`config.mk`:
```
export PLATFORM = sky130hd
export DESIGN_NAME = seq_divider
export DESIGN_NICKNAME = d
export VERILOG_FILES = /design/src/rtl/seq_divider_pkg.sv /design/src/rtl/seq_divider_ctrl.sv /design/src/rtl/seq_divider.sv
export SDC_FILE = /design/constraint.sdc
export NUM_CORES = 1
export LEC_CHECK = 0
export CAP_MARGIN = 20
export CORE_MARGIN = 10
export CORE_UTILIZATION = 40
export CTS_CLUSTER_DIAMETER = 50
export DETAILED_ROUTE_END_ITERATION = 10
export PLACE_DENSITY = 0.72
export SYNTH_ARGS = -nofsm -noshare
export SYNTH_HDL_FRONTEND = slang
export SYNTH_HIERARCHICAL = 1
export SYNTH_SLANG_ARGS = --single-unit
export TNS_END_PERCENT = 100
```
`constraint.sdc`:
```
create_clock -name clk -period 1.8 [get_ports clk]
set_input_delay 0.36 -clock clk [delete_from_list [all_inputs] [get_ports clk]]
set_output_delay 0.36 -clock clk [all_outputs]
set_load 0.01 [all_outputs]
```
`src/rtl/seq_divider_pkg.sv`:
```
// Shared types and helpers for the sequential restoring divider.
package seq_divider_pkg;

  typedef enum logic [1:0] {
    S_IDLE,
    S_DIVIDE,
    S_FIX
  } state_t;

  // Widest operand the divider supports; helpers work at this width.
  localparam int MAX_WIDTH = 32;

  // Magnitude of a sign-extended operand. In unsigned mode the value is
  // already a magnitude. The most-negative value maps onto itself, which
  // is the correct unsigned magnitude once truncated to the operand width.
  function automatic logic [MAX_WIDTH-1:0] abs_mag(input logic [MAX_WIDTH-1:0] value,
                                                   input logic                 signed_mode);
    return (signed_mode && value[MAX_WIDTH-1]) ? -value : value;
  endfunction

endpackage

```
`src/rtl/seq_divider_ctrl.sv`:
```
// Sequencer for the divider: idle/divide/fix FSM plus the iteration counter.
module seq_divider_ctrl
  import seq_divider_pkg::*;
#(
  parameter int WIDTH = 8
) (
  input  logic clk,
  input  logic reset,
  input  logic go,
  input  logic div_zero,
  output logic accept,
  output logic step,
  output logic fix,
  output logic busy
);

  localparam int CNT_W = $clog2(WIDTH) + 1;
  localparam logic [CNT_W-1:0] LAST_ITER = CNT_W'(WIDTH - 1);

  state_t           state;
  logic [CNT_W-1:0] count;

  // Phase strobes for the datapath; accept must see go on the same edge.
  assign accept = (state == S_IDLE) && go;
  assign step   = (state == S_DIVIDE);
  assign fix    = (state == S_FIX);

  // State, iteration counter and busy flag advance together.
  // NOTE: sequential state uses non-blocking assignments so every register
  // samples pre-edge values and simulation matches the synthesized flops.
  always_ff @(posedge clk or posedge reset) begin
    if (reset) begin
      state <= S_IDLE;
      count <= '0;
      busy  <= 1'b0;
    end else begin
      case (state)
        S_IDLE: begin
          if (go) begin
            count <= '0;
            busy  <= 1'b1;
            state <= div_zero ? S_FIX : S_DIVIDE;
          end
        end
        S_DIVIDE: begin
          count <= count + 1'b1;
          if (count == LAST_ITER) begin
            state <= S_FIX;
          end
        end
        S_FIX: begin
          busy  <= 1'b0;
          state <= S_IDLE;
        end
        default: begin
          busy  <= 1'b0;
          state <= S_IDLE;
        end
      endcase
    end
  end

endmodule

```
`src/rtl/seq_divider.sv`:
```
// Multi-cycle restoring divider, one quotient bit per clock, with optional
// two's-complement operation and divide-by-zero reporting.
module seq_divider
  import seq_divider_pkg::*;
#(
  parameter int WIDTH     = 8,
  parameter int SIGNED_EN = 1
) (
  input  logic             clk,
  input  logic             reset,
  input  logic             go,
  input  logic             signed_op,
  input  logic [WIDTH-1:0] dividend,
  input  logic [WIDTH-1:0] divisor,
  output logic             busy,
  output logic [WIDTH-1:0] quotient,
  output logic [WIDTH-1:0] remainder,
  output logic             result_valid,
  output logic             div_by_zero
);

  logic accept, step, fix;
  logic sign_eff, div_zero;

  logic [MAX_WIDTH-1:0] ext_dvd, ext_dvs;
  logic [WIDTH-1:0]     mag_dvd, mag_dvs;

  logic [WIDTH-1:0] mag_d;     // divisor magnitude
  logic [WIDTH-1:0] q_reg;     // dividend magnitude shifting out, quotient shifting in
  logic [WIDTH:0]   a_reg;     // partial remainder
  logic [WIDTH-1:0] raw_dvd;   // dividend as presented, reported on divide-by-zero
  logic             neg_quot;  // operand signs differ
  logic             neg_rem;   // dividend was negative
  logic             dbz_op;    // operation in flight has a zero divisor

  logic [WIDTH:0]   shifted_a;
  logic [WIDTH+1:0] trial;

  assign sign_eff = signed_op && (SIGNED_EN != 0);
  assign div_zero = (divisor == '0);

  seq_divider_ctrl #(.WIDTH(WIDTH)) u_ctrl (
    .clk      (clk),
    .reset    (reset),
    .go       (go),
    .div_zero (div_zero),
    .accept   (accept),
    .step     (step),
    .fix      (fix),
    .busy     (busy)
  );

  // Extend operands to the helper width, sign-extending only in signed mode.
  // NOTE: every always_comb output gets a default first so no path leaves it
  // unassigned, which would otherwise infer a latch.
  always_comb begin
    ext_dvd = '0;
    ext_dvs = '0;
    ext_dvd[WIDTH-1:0] = dividend;
    ext_dvs[WIDTH-1:0] = divisor;
    for (int i = WIDTH; i < MAX_WIDTH; i++) begin
      ext_dvd[i] = sign_eff & dividend[WIDTH-1];
      ext_dvs[i] = sign_eff & divisor[WIDTH-1];
    end
  end

  assign mag_dvd = WIDTH'(abs_mag(ext_dvd, sign_eff));
  assign mag_dvs = WIDTH'(abs_mag(ext_dvs, sign_eff));

  // One restoring step: shift {A,Q} left, trial-subtract the divisor.
  // The extra top bit of the trial result is its borrow/sign.
  assign shifted_a = {a_reg[WIDTH-1:0], q_reg[WIDTH-1]};
  assign trial     = {a_reg, q_reg[WIDTH-1]} - {2'b00, mag_d};

  // Operand capture, shift-subtract iterations and result write-back.
  always_ff @(posedge clk or posedge reset) begin
    if (reset) begin
      mag_d        <= '0;
      q_reg        <= '0;
      a_reg        <= '0;
      raw_dvd      <= '0;
      neg_quot     <= 1'b0;
      neg_rem      <= 1'b0;
      dbz_op       <= 1'b0;
      quotient     <= '0;
      remainder    <= '0;
      result_valid <= 1'b0;
      div_by_zero  <= 1'b0;
    end else begin
      if (accept) begin
        mag_d        <= mag_dvs;
        q_reg        <= mag_dvd;
        a_reg        <= '0;
        raw_dvd      <= dividend;
        neg_quot     <= sign_eff & (dividend[WIDTH-1] ^ divisor[WIDTH-1]);
        neg_rem      <= sign_eff & dividend[WIDTH-1];
        dbz_op       <= div_zero;
        result_valid <= 1'b0;
        div_by_zero  <= 1'b0;
      end
      if (step) begin
        a_reg <= trial[WIDTH+1] ? shifted_a : trial[WIDTH:0];
        q_reg <= {q_reg[WIDTH-2:0], ~trial[WIDTH+1]};
      end
      if (fix) begin
        result_valid <= 1'b1;
        if (dbz_op) begin
          quotient    <= '1;
          remainder   <= raw_dvd;
          div_by_zero <= 1'b1;
        end else begin
          quotient    <= neg_quot ? -q_reg : q_reg;
          remainder   <= neg_rem ? -a_reg[WIDTH-1:0] : a_reg[WIDTH-1:0];
          div_by_zero <= 1'b0;
        end
      end
    end
  end

endmodule

```
==> out/metrics.yaml <==
synth:
  async_flop_share_pct: 100
  synth.yosys.warnings: 6
  synth_flop_cell: "dfrtp_1"
  ys_seq_elements: 61
  syn_area_per_cell_um2: 9.07
  syn_area_um2: 3540
  yosys.area.top_type: "dfrtp_1"
  ys_seq_area_share_pct: 43.1
  synth_top_area_share_pct: 43.1
  synth_edf_count: 0
  syn_nets: 425
  syn_inst: 391
  ys_types: 47
  synthTopCellsByArea: "dfrtp_1, mux2_2, a21oi_1"
drt:
  drt_wl_total_um: 9020
  wl_per_cell_um: 15.0
  viasPerCell: 5.20
  drt_first_pass_iters: 4
  vias: 3126
  drt_iter0_markers: 183
  final_antenna_net_count: 0
  drc: 0
critical_path:
  cp_top_family: "compound AO/OA/AOI/OAI gates"
  path_class: "reg -> reg"
  r2r-end: "a_reg[8]"
  worstPathCellList: "inv_1 -> ha_1 -> inv_1 -> fa_2 -> a211oi_2 -> o21bai_1 -> o21ai_0 -> a21oi_1 -> a31oi_1 -> o21ai_1"
  timing.rr.start: "q_reg[7]"
  slowest_delay_ns: 0.38
  startpoint: "q_reg[7]"
  critPathCaptureType: "flip-flop"
  critical_path.slowest_cell: "dfrtp_1"
  cp_num_buf_inv: 2
  required_ns: 2.03
  r2r_slack_ns: -0.27
  rr_worst_depth: 10
  cp-start-kind: "flip-flop"
  cp.arrival_ns: 2.30
  crit_fanout: 3
  path_common_cell: "inv_1"
global_route:
  grt.busiest_layer: "met2"
  met3_usage_pct: 3.67
  grt_max_degree: 44
  grt_pass1_vias: 3169
  grt_use_met1_pct: 17.8
  use_met2_pct: 23.1
  antenna_found_initial: 0
  grt_pass1_wl_um: 15100
  track_usage_pct: 14.2
  grt-ovfl-total: 0
timing:
  slew_violations: 0
  fin_worst_skew_ns: 0.00726
  max_freq_mhz: 482
  worst_pin_slew_ns: 0.477
  setup_viol_count_final: 10
  fin_crit_ns: 2.07
  min_period_over_period_pct: 115
  rsz0062_at_grt: "yes"
  max_slew_margin_pct: 68.2
  hold_viol_final: 0
  fin_ws_ns: -0.274
cts:
  path_clk_slew_ns: 0.07
  htreeDepth: 3
  cts_buffers: 9
  insertion_delay_ns: 0.34
  cts_tree: "built"
  ctsHoldBuffers: 0
  cts-root-buf: "clkbuf_8"
  clock_sinks: 61
  cts_buffer_depth: 2
outcome:
  status: "finished, violations left"
  violations: "negative setup slack"
floorplanning:
  initial_core_util_pct: 40.8
  row_count: 34
  io-pin-count: 39
  die_width_um: 114
  die-height_um: 114
  coreArea_um2: 8680
  dieArea_um2: 13000
placed_design:
  dp_hpwl_um: 6620
  port_buffers: 38
  dpl.cell_count: 578
  place.gp.congestion: 0.871
cells_and_area:
  utilization_pct: 57.0
  layout-drive-gt1-share_pct: 27.6
  largest_reg_flops: 9
  syn2layout_area_growth_pct: 39.6
  num_antenna_cells: 0
  final_nets: 522
  final_cells: 601
power:
  ir_worst_vdd_v: 0.000697
  power_density_nw_per_um2: 1930
  leakage_nw: 2.19
  power.total_mw: 9.55
run:
  drv_cap: 0
min_path:
  min_path_type: "in -> async"
## cell type report
cell class / count / area (um2)
Fill cell: 765 / 3730
Multi-Input combinational cell: 286 / 2030
Sequential cell: 61 / 1530
Timing Repair Buffer: 105 / 945
Clock buffer: 12 / 165
Tap cell: 108 / 135
Inverter: 25 / 101
Clock inverter: 4 / 45.0
## cell usage in the layout (no fill, tap or decap), drive strengths merged, types with 19 or more instances in the layout
cell type,netlist,final
a21oi,34,34
buf,5,67
clkdlybuf4s50,0,38
dfrtp,61,61
inv,22,23
nand2,37,37
nand3,21,21
nor2,41,41
o21ai,32,32
xnor2,18,19
## report_power, final
group	leakage, nW	switching, mW	internal (mW)
sequential	0.751	0.519	2.02
combinational	1.33	2.70	3.02
clock	0.112	0.545	0.745
## per-stage QoR
stage	setup TNS, ns	setup slack, ns	area (um2)	hold WS (ns)
floorplan	-0.267	-0.0810	3640	0.163
global placement	-6.98	-0.352	4560	0.465
detailed placement	-7.79	-0.407	4560	0.482
CTS	-2.12	-0.250	4840	0.301
global route	-3.34	-0.369	4950	0.337
finish	-2.20	-0.274	4950	0.297
## worst max path at each step
| stage | end | slack (ns) | cells past startpoint |
|---|---|---|---|
| floorplan | a_reg[5] | -0.08 | 8 |
| global placement | a_reg[4] | -0.35 | 7 |
| detailed placement | a_reg[6] | -0.41 | 8 |
| CTS | a_reg[6] | -0.25 | 9 |
| global route | a_reg[6] | -0.37 | 9 |
| finish | a_reg[8] | -0.27 | 10 |
## kinds of logic after synthesis
logic type,after synthesis,synth area share [%]
muxes,25,7.62
AOI/OAI and AO/OA,95,16.1
and+or+nand+nor,122,15.6
adders and majority gates,14,5.15
buffers and inverters,45,5.08
xor gates and xnor gates,29,7.38
DFF,61,43.1
## synth_stat cells (3+ instances only)
cell type and count:
nor3_1 5, clkbuf_1 15, nand2b_1 3, o21ai_0 26, xor2_1 11, nand2_1 37
xnor2_1 17, a21oi_1 34, dfrtp_1 61, a21o_1 4, o21ai_1 6, inv_1 22
mux2_2 16, or3_1 6, o31ai_1 6, ha_1 13, nor2_1 40, mux2i_1 9
nand3_1 20, nor2b_1 3, buf_1 3
## repair_timing
| item | CTS | global route |
|---|---|---|
| setup endpoints to repair | 11 | 18 |
| setup buffers | 4 | 2 |
| resized for setup | 4 | 20 |
| cloned | 1 | 0 |
| pin swaps | 6 | 5 |
## layer usage
metal / wire, um / share of wire, %
met4: 153 / 1.7
met1: 4000 / 44
met5: 0 / 0
met2: 4410 / 49
met3: 453 / 5.0
Power figures use the tool's default switching activity.
